==> src/rtl/lfsr_pkg.sv <==
// rtl/lfsr_pkg.sv - shared widths, reset seed, FSM states and feedback function for the LFSR arbiter
package lfsr_pkg;

  localparam int WIDTH = 6;
  localparam logic [WIDTH-1:0] SEED_DEFAULT = 6'b111111;

  typedef enum logic [1:0] {
    IDLE    = 2'd0,
    SEED    = 2'd1,
    STEP    = 2'd2,
    DELIVER = 2'd3
  } state_t;

  // One advance: q0<=q5, q1<=q0, q2<=q1, q3<=q2^q5, q4<=q3, q5<=q4
  function automatic logic [WIDTH-1:0] lfsr_step(input logic [WIDTH-1:0] v);
    return {v[4], v[3], v[2] ^ v[5], v[1], v[0], v[5]};
  endfunction

endpackage

==> src/rtl/lfsr_core.sv <==
// rtl/lfsr_core.sv - 6-bit feedback shift register with load (priority) and advance enable
module lfsr_core
  import lfsr_pkg::*;
(
  input  logic             clk,
  input  logic             rst,
  input  logic             load,
  input  logic [WIDTH-1:0] load_val,
  input  logic             en,
  output logic [WIDTH-1:0] q
);

  always_ff @(posedge clk or negedge rst) begin
    if (!rst) begin
      q <= SEED_DEFAULT;
    end else if (load) begin
      q <= load_val;
    end else if (en) begin
      q <= lfsr_step(q);
    end
  end

endmodule

==> src/rtl/lfsr_arb_ctrl.sv <==
// rtl/lfsr_arb_ctrl.sv - round-robin sequencer sharing one LFSR between two requesters
module lfsr_arb_ctrl
  import lfsr_pkg::*;
#(
  parameter int STEPS = 6,
  parameter int NREQ  = 2
) (
  input  logic             clk,
  input  logic             rst,
  input  logic             cfg_seed_valid,
  input  logic [WIDTH-1:0] cfg_seed,
  input  logic [NREQ-1:0]  req,
  output logic [NREQ-1:0]  gnt,
  output logic             rnd_valid,
  output logic [WIDTH-1:0] rnd_data,
  output logic             busy
);

  localparam logic [5:0] STEPS_W = 6'(STEPS);

  state_t           state, state_nxt;
  logic [5:0]       cnt;
  logic             rr_ptr;
  logic [WIDTH-1:0] seed_q;
  logic [WIDTH-1:0] lfsr_q;
  logic [WIDTH-1:0] load_val;
  logic             lfsr_load;
  logic             lfsr_en;
  logic [NREQ-1:0]  gnt_sel;

  // A zero seed would lock the register up, so it is replaced by the default.
  assign load_val = (seed_q == '0) ? SEED_DEFAULT : seed_q;
  assign busy     = (state != IDLE);

  lfsr_core u_core (
    .clk      (clk),
    .rst      (rst),
    .load     (lfsr_load),
    .load_val (load_val),
    .en       (lfsr_en),
    .q        (lfsr_q)
  );

  always_comb begin
    gnt_sel = '0;
    if (req == 2'b11) begin
      gnt_sel = rr_ptr ? 2'b01 : 2'b10;
    end else if (req[0]) begin
      gnt_sel = 2'b01;
    end else if (req[1]) begin
      gnt_sel = 2'b10;
    end
  end

  always_ff @(posedge clk or negedge rst) begin
    if (!rst) begin
      state <= IDLE;
    end else begin
      state <= state_nxt;
    end
  end

  always_comb begin
    state_nxt = state;
    lfsr_load = 1'b0;
    lfsr_en   = 1'b0;
    case (state)
      IDLE: begin
        if (cfg_seed_valid) begin
          state_nxt = SEED;
        end else if (req != '0) begin
          state_nxt = STEP;
        end
      end
      SEED: begin
        lfsr_load = 1'b1;
        state_nxt = IDLE;
      end
      STEP: begin
        lfsr_en = 1'b1;
        if (cnt == 6'd1) begin
          state_nxt = DELIVER;
        end
      end
      DELIVER: state_nxt = IDLE;
      default: state_nxt = IDLE;
    endcase
  end

  // The word is registered on the last advance so it lines up with DELIVER.
  always_ff @(posedge clk or negedge rst) begin
    if (!rst) begin
      gnt       <= '0;
      rnd_valid <= 1'b0;
      rnd_data  <= '0;
      cnt       <= '0;
      rr_ptr    <= 1'b1;
      seed_q    <= '0;
    end else begin
      case (state)
        IDLE: begin
          if (cfg_seed_valid) begin
            seed_q <= cfg_seed;
          end else if (req != '0) begin
            gnt <= gnt_sel;
            cnt <= STEPS_W;
          end
        end
        STEP: begin
          cnt <= cnt - 6'd1;
          if (cnt == 6'd1) begin
            rnd_valid <= 1'b1;
            rnd_data  <= lfsr_step(lfsr_q);
          end
        end
        DELIVER: begin
          gnt       <= '0;
          rnd_valid <= 1'b0;
          rr_ptr    <= gnt[1];
        end
        default: ;
      endcase
    end
  end

endmodule
==> config.mk <==
export PLATFORM = sky130hd
export DESIGN_NAME = lfsr_arb_ctrl
export DESIGN_NICKNAME = d
export VERILOG_FILES = /design/src/rtl/lfsr_pkg.sv /design/src/rtl/lfsr_core.sv /design/src/rtl/lfsr_arb_ctrl.sv
export SDC_FILE = /design/constraint.sdc
export NUM_CORES = 1
export LEC_CHECK = 0
export CAP_MARGIN = 20
export CORE_MARGIN = 1.5
export CORE_UTILIZATION = 55
export CTS_CLUSTER_SIZE = 40
export DETAILED_ROUTE_END_ITERATION = 8
export DONT_BUFFER_PORTS = 1
export PLACE_DENSITY = 0.77
export SYNTH_ARGS = -nofsm -noshare
export SYNTH_HDL_FRONTEND = slang
export SYNTH_HIERARCHICAL = 1
export SYNTH_SLANG_ARGS = --single-unit
==> constraint.sdc <==
create_clock -name clk -period 2.7 [get_ports clk]
set_clock_uncertainty 0.15 [all_clocks]
set_input_delay 0.135 -clock clk [delete_from_list [all_inputs] [get_ports clk]]
set_output_delay 0.135 -clock clk [all_outputs]
set_load 0.01 [all_outputs]
[After elaboration in Yosys (flattened, before gate mapping)]
Index checks and enable logic that the tools add are counted.
Cells by class
  bitwise operators: 1
  mux-type cells: 21
  add/subtract/negate cells: 1
  equality and inequality tests: 9
  reductions and logical operators: 15
Operator list (count)
  2-to-1 mux 6 bit: 5
  2-to-1 mux 2 bit: 9
  one-hot mux 6 bit (2 select lines): 1
  nonzero test 2 bit: 6
  AND reduction 2 bit: 4
  equality test 2 bit (second input constant): 3
  equality test 6 x 1 -> 1 bit (second input constant): 1
  logical NOT 6 bit: 1
  inequality test 2 bit (second input constant): 3
  one-hot mux 2 bit (3 select lines): 1
  AND reduction 3 bit: 2
  subtractor 6 x 1 -> 6 bit (second input constant): 1
  one-hot mux 2 bit (2 select lines): 1
  2-to-1 mux 1 bit: 3
  inequality test 3 bit (second input constant): 1
  equality test 2 x 1 -> 1 bit (second input constant): 1
  logical NOT 2 bit: 1
  one-hot mux 1 bit (2 select lines): 1
  OR reduction 2 bit: 1
  bitwise XOR 1 bit: 1
Storage, ports and cells
  flip-flop bits (word level): 30
  input port bits: 11
  output and inout port bits: 10
  word-level logic and storage cells: 55

[Longest topological paths before layout]
  depth after elaboration: 6
  depth in mapped cells: 6
  mapped depth without buffers: 5

[By module]
Netlist, hierarchy kept.
By module, submodules not included
  lfsr_arb_ctrl: cells each 94, times used 1, sequential area each 601.8 um^2, area an instance 1107.3 um^2
  lfsr_core: cells each 28, times used 1, sequential area each 157.7 um^2, area an instance 306.5 um^2

[Least setup slack after synthesis]
OpenSTA, ideal clock, no wires.
  path kind: register to register
  start point: register cnt[0]
  end point: register cnt[5]
  setup slack: 1159 ps
  cell stages (with the launch flop): 4
  required time: 2473 ps
  path buffers: 0
  library setup time: 77 ps
  data arrival time: 1314 ps
  clock period less this slack: 1541 ps
  cells stage by stage: dfrtp_1 -> or3_1 -> or4_1 -> a21oi_1
On the way
  word-level cells in the longest chain between the ends: 2
Ends and longest elaborated chain
  start, declared: line lfsr_arb_ctrl.sv:22  | logic [5:0] cnt;
  start signal, assigned: line lfsr_arb_ctrl.sv:110  | cnt <= cnt - 6'd1;
  subtractor 6 x 1 -> 6 bit: line lfsr_arb_ctrl.sv:110
  one-hot mux 6 bit (2 select lines): line lfsr_arb_ctrl.sv:100  | case (state)
No other way between the ends.
A chain may end at the register's enable or synchronous reset.

[Worst setup path in the final report]
  start point: register state[1]
  end point: register gnt[0]
On the way
  word-level cells in the longest chain between the ends: 3
  elaborated cells between the ends (all ways): 7
  classes of those cells: 3 x eq/ne; 1 x mux; 3 x reduce/logical
Ends and longest elaborated chain
  start, declared: line lfsr_arb_ctrl.sv:21  | state_t state, state_nxt;
  start signal, assigned: line lfsr_arb_ctrl.sv:59  | state <= state_nxt;
  equality test 2 bit / logical NOT 2 bit (equally long branches): line lfsr_arb_ctrl.sv:100
  nonzero test 2 bit (no line) / inequality test 2 bit (equally long branches)
  AND reduction 3 bit (no line)
  end signal, assigned: line lfsr_arb_ctrl.sv:105  | gnt <= gnt_sel;
  end, declared: line lfsr_arb_ctrl.sv:13  | output logic [NREQ-1:0] gnt,
Parallel ways exist; a longest one is shown, timed or not.

==> results.py <==
metrics = {
    "run_status": {
        "status": "finished, final reports clean",
    },
    "detailed_routing": {
        "wl_um": 2549,
        "drc": 0,
        "ant_nets": 0,
        "vias_per_cell": 5.615,
        "vias": 949,
        "drtIter0Drc": 22,
        "wire_per_inst_um": 15.08,
        "firstDrtPassIters": 4,
    },
    "setup_path": {
        "cp_top_family": "buffers and inverters",
        "worstSetupEndpointType": "register",
        "cp.depth": 5,
        "path_buf_inv": 2,
        "rr_worst_depth": 5,
        "crit_chain": "nor3_1 -> nand2_1 -> dlygate4sd3_1 -> a21oi_1 -> dlygate4sd3_1",
        "cpPeakStageDelay_ps": 580,
        "setup.worst_path.class": "reg -> reg",
        "crit_path_frequent_cell": "dlygate4sd3_1",
        "required_ps": 2820,
        "startpoint_type": "register",
        "crit_arrival_ps": 2530,
        "path_max_fanout": 8,
        "critPathSlowestCell": "dlygate4sd3_1",
    },
    "global_routing": {
        "grt_pass1_wl_um": 4284,
        "antenna_found_initial": 0,
        "grt_usage": 0.2222,
        "grt_max_degree": 31,
        "grt_overflow": 0,
        "grt.met2_usage": 0.3699,
        "gr-usage-met1": 0.2455,
        "grt_pass1_vias": 983,
        "grt.busiest_layer": "met2",
        "use_met3": 0.09167,
    },
    "placement": {
        "place_congestion": 0.7826,
        "numPortBuffers": 0,
        "hpwl_um": 1649,
        "detailed_place.area_sq_mm": 0.001426,
    },
    "logic_synthesis": {
        "synthFlopType": "dfrtp_1",
        "syn_area_sq_mm": 0.001414,
        "yosysWarnings": 6,
        "synthesis.nets": 135,
        "synth_edf_count": 0,
        "synthArstFlopShare": 1.000,
        "netlist_instances": 122,
        "synth-seq-cells": 30,
        "synth-seq-area-share": 0.5372,
        "synth.distinct_cells": 37,
        "syn_avg_cell_area_sq_um": 11.59,
    },
    "pwr": {
        "p_sw_mw": 0.6500,
        "p_int_mw": 1.147,
        "p_comb_frac": 0.345,
        "pwr-share-seq": 0.502,
        "ir_drop_uv": 660.2,
        "leakage_nw": 0.7308,
        "switching_share": 0.3617,
        "powerDensity_mw_per_mm2": 1105,
        "totalPowerFinal_mw": 1.797,
        "clockPowerShare": 0.154,
    },
    "timing": {
        "timing_hold_violations_final": 0,
        "max-slew-margin-rel": 0.5394,
        "setup_viol_count_final": 0,
        "layout_min_cycle_time_ps": 2403,
        "tightest_slew_ps": 689.4,
        "fin_tns_setup_ps": 0,
        "finalMaxSlewViolations": 0,
        "period_share": 0.8900,
        "fmax_ghz": 0.4162,
        "rsz0062_at_grt": "false",
    },
    "floorplanning": {
        "die_area_sq_mm": 0.002884,
        "ios": 21,
        "coreArea_sq_mm": 0.002455,
        "rows": 18,
        "initial_core_util": 0.5759,
        "die_w_um": 53.70,
        "die_h_um": 53.70,
    },
    "job": {
        "maxCapViolations": 0,
    },
    "clock_tree": {
        "clock-sinks": 30,
        "clock_latency_ps": 330,
        "cts_buffer_depth": 2,
        "tritoncts": "built",
        "htreeDepth": 2,
        "cts.clk_slew.worst_paths_ps": 90,
        "numCtsBuffers": 5,
        "ctsResizeCount": 0,
        "root_buffer": "clkbuf_4",
    },
    "min_path": {
        "hp-class": "in -> async",
    },
    "finish": {
        "areaGrowthSynthToFinish_pct": 15.04,
        "nets": 151,
        "drive_gt1_frac": 0.2518,
        "stdcell_area_sq_mm": 0.001627,
        "fillerInstances": 182,
        "diodes": 0,
    },
}
==> registers in the layout, indices dropped and copies added (netlist names) <==
| signal | flops |
|---|---|
| cnt | 6 |
| rnd_data | 6 |
| seed_q | 6 |
| u_core/q | 6 |
| gnt | 2 |
| state | 2 |
| rnd_valid | 1 |
| rr_ptr | 1 |
==> per-stage QoR <==
| step | utilization | std cells | hold WS [ps] | setup WS, ps |
|---|---|---|---|---|
| 4_1_cts | 0.6626 | 169 | 97.93 | 348.0 |
| 5_1_grt | 0.6626 | 169 | 76.15 | 162.9 |
| 3_5_place_dp | 0.5810 | 148 | -310.0 | 954.2 |
| 6_report | 0.6626 | 169 | 94.74 | 297.1 |
| 3_3_place_gp | 0.5810 | 148 | -310.0 | 1018 |
| 2_1_floorplan | - | 122 | -310.6 | 1159 |
==> power by group through the flow <==
stage               combinational [mW]  clock, mW  sequential, mW
CTS                              0.624      0.282           0.900
finish                           0.620      0.276           0.902
global route                     0.693      0.307           0.944
detailed placement               0.580          0           0.908
global placement                 0.546          0           0.894
floorplan                        0.547          0           0.833
==> final cells by class <==
cell class | instances | area (sq um) | area share
well taps | 30 | 37.54 | 0.02308
clock inverters | 1 | 5.005 | 0.003077
multi-input cells | 83 | 610.6 | 0.3754
inverters | 5 | 18.77 | 0.01154
repair buffers | 13 | 140.1 | 0.08615
clock buffers | 7 | 55.05 | 0.03385
flip-flops and latches | 30 | 759.5 | 0.4669
==> cell usage after synthesis (2+ instances only) <==
master / instances / area, sq um
inv_1: 4 / 15.01
xor2_1: 2 / 17.52
ha_1: 2 / 25.02
nand2b_1: 8 / 50.05
buf_2: 2 / 10.01
nand2_1: 14 / 52.55
or3_1: 2 / 12.51
a21oi_1: 6 / 30.03
nor3_1: 3 / 15.01
o21ai_0: 6 / 30.03
dfstp_2: 7 / 183.9
nand3b_1: 2 / 15.01
nor2_1: 2 / 7.510
mux2_2: 13 / 146.4
dfrtp_1: 23 / 575.6
mux2i_1: 5 / 50.05
==> cell usage in the layout, fill, tap and decap left out, types with 2 or more instances in the layout <==
master         instances
dfrtp_1               23
nand2_1               14
mux2_2                13
dlygate4sd3_1         12
nand2b_1               8
dfstp_2                7
o21ai_0                6
a21oi_1                6
clkbuf_4               5
mux2i_1                5
inv_1                  4
nor3_1                 3
nor2_1                 2
xor2_1                 2
nand3b_1               2
or3_1                  2
ha_1                   2
==> worst paths after layout <==
path / start / endpoint / slack [ps]
setup / recovery: state[1] / gnt[0] / 300
hold / removal: rst / cnt[0] / 90
setup reg to reg: state[1] / gnt[0] / 300
hold reg to reg: seed_q[1] / seed_q[1] / 390
max in group asynchronous: rst / u_core/q[1] / 2070
min in group clk: cfg_seed[2] / seed_q[2] / 330
==> routing by layer <==
layer  up-vias  part of all wire
met1       450              0.43
li1        461                 -
met2        31              0.51
met4         0             0.020
met3         7             0.045
met5         -                 0
==> kinds of logic (layout without fill, tap and decap cells) <==
kind of cell,Yosys count,after routing,synth area share
AOI/OAI and AO/OA,19,19,0.08585
buffers and inverters,9,26,0.03096
and+or+nand+nor,41,41,0.1708
muxes,18,18,0.1389
xor gates and xnor gates,3,3,0.01859
adders and majority gates,2,2,0.01770
DFF,30,30,0.5372
==> what timing repair did <==
action / in CTS / in global routing
endpoints found under the hold margin: 44 / 0
hold buffers: 13 / 0
setup buffers: 0 / 0
(Power assumes the default switching activity.)
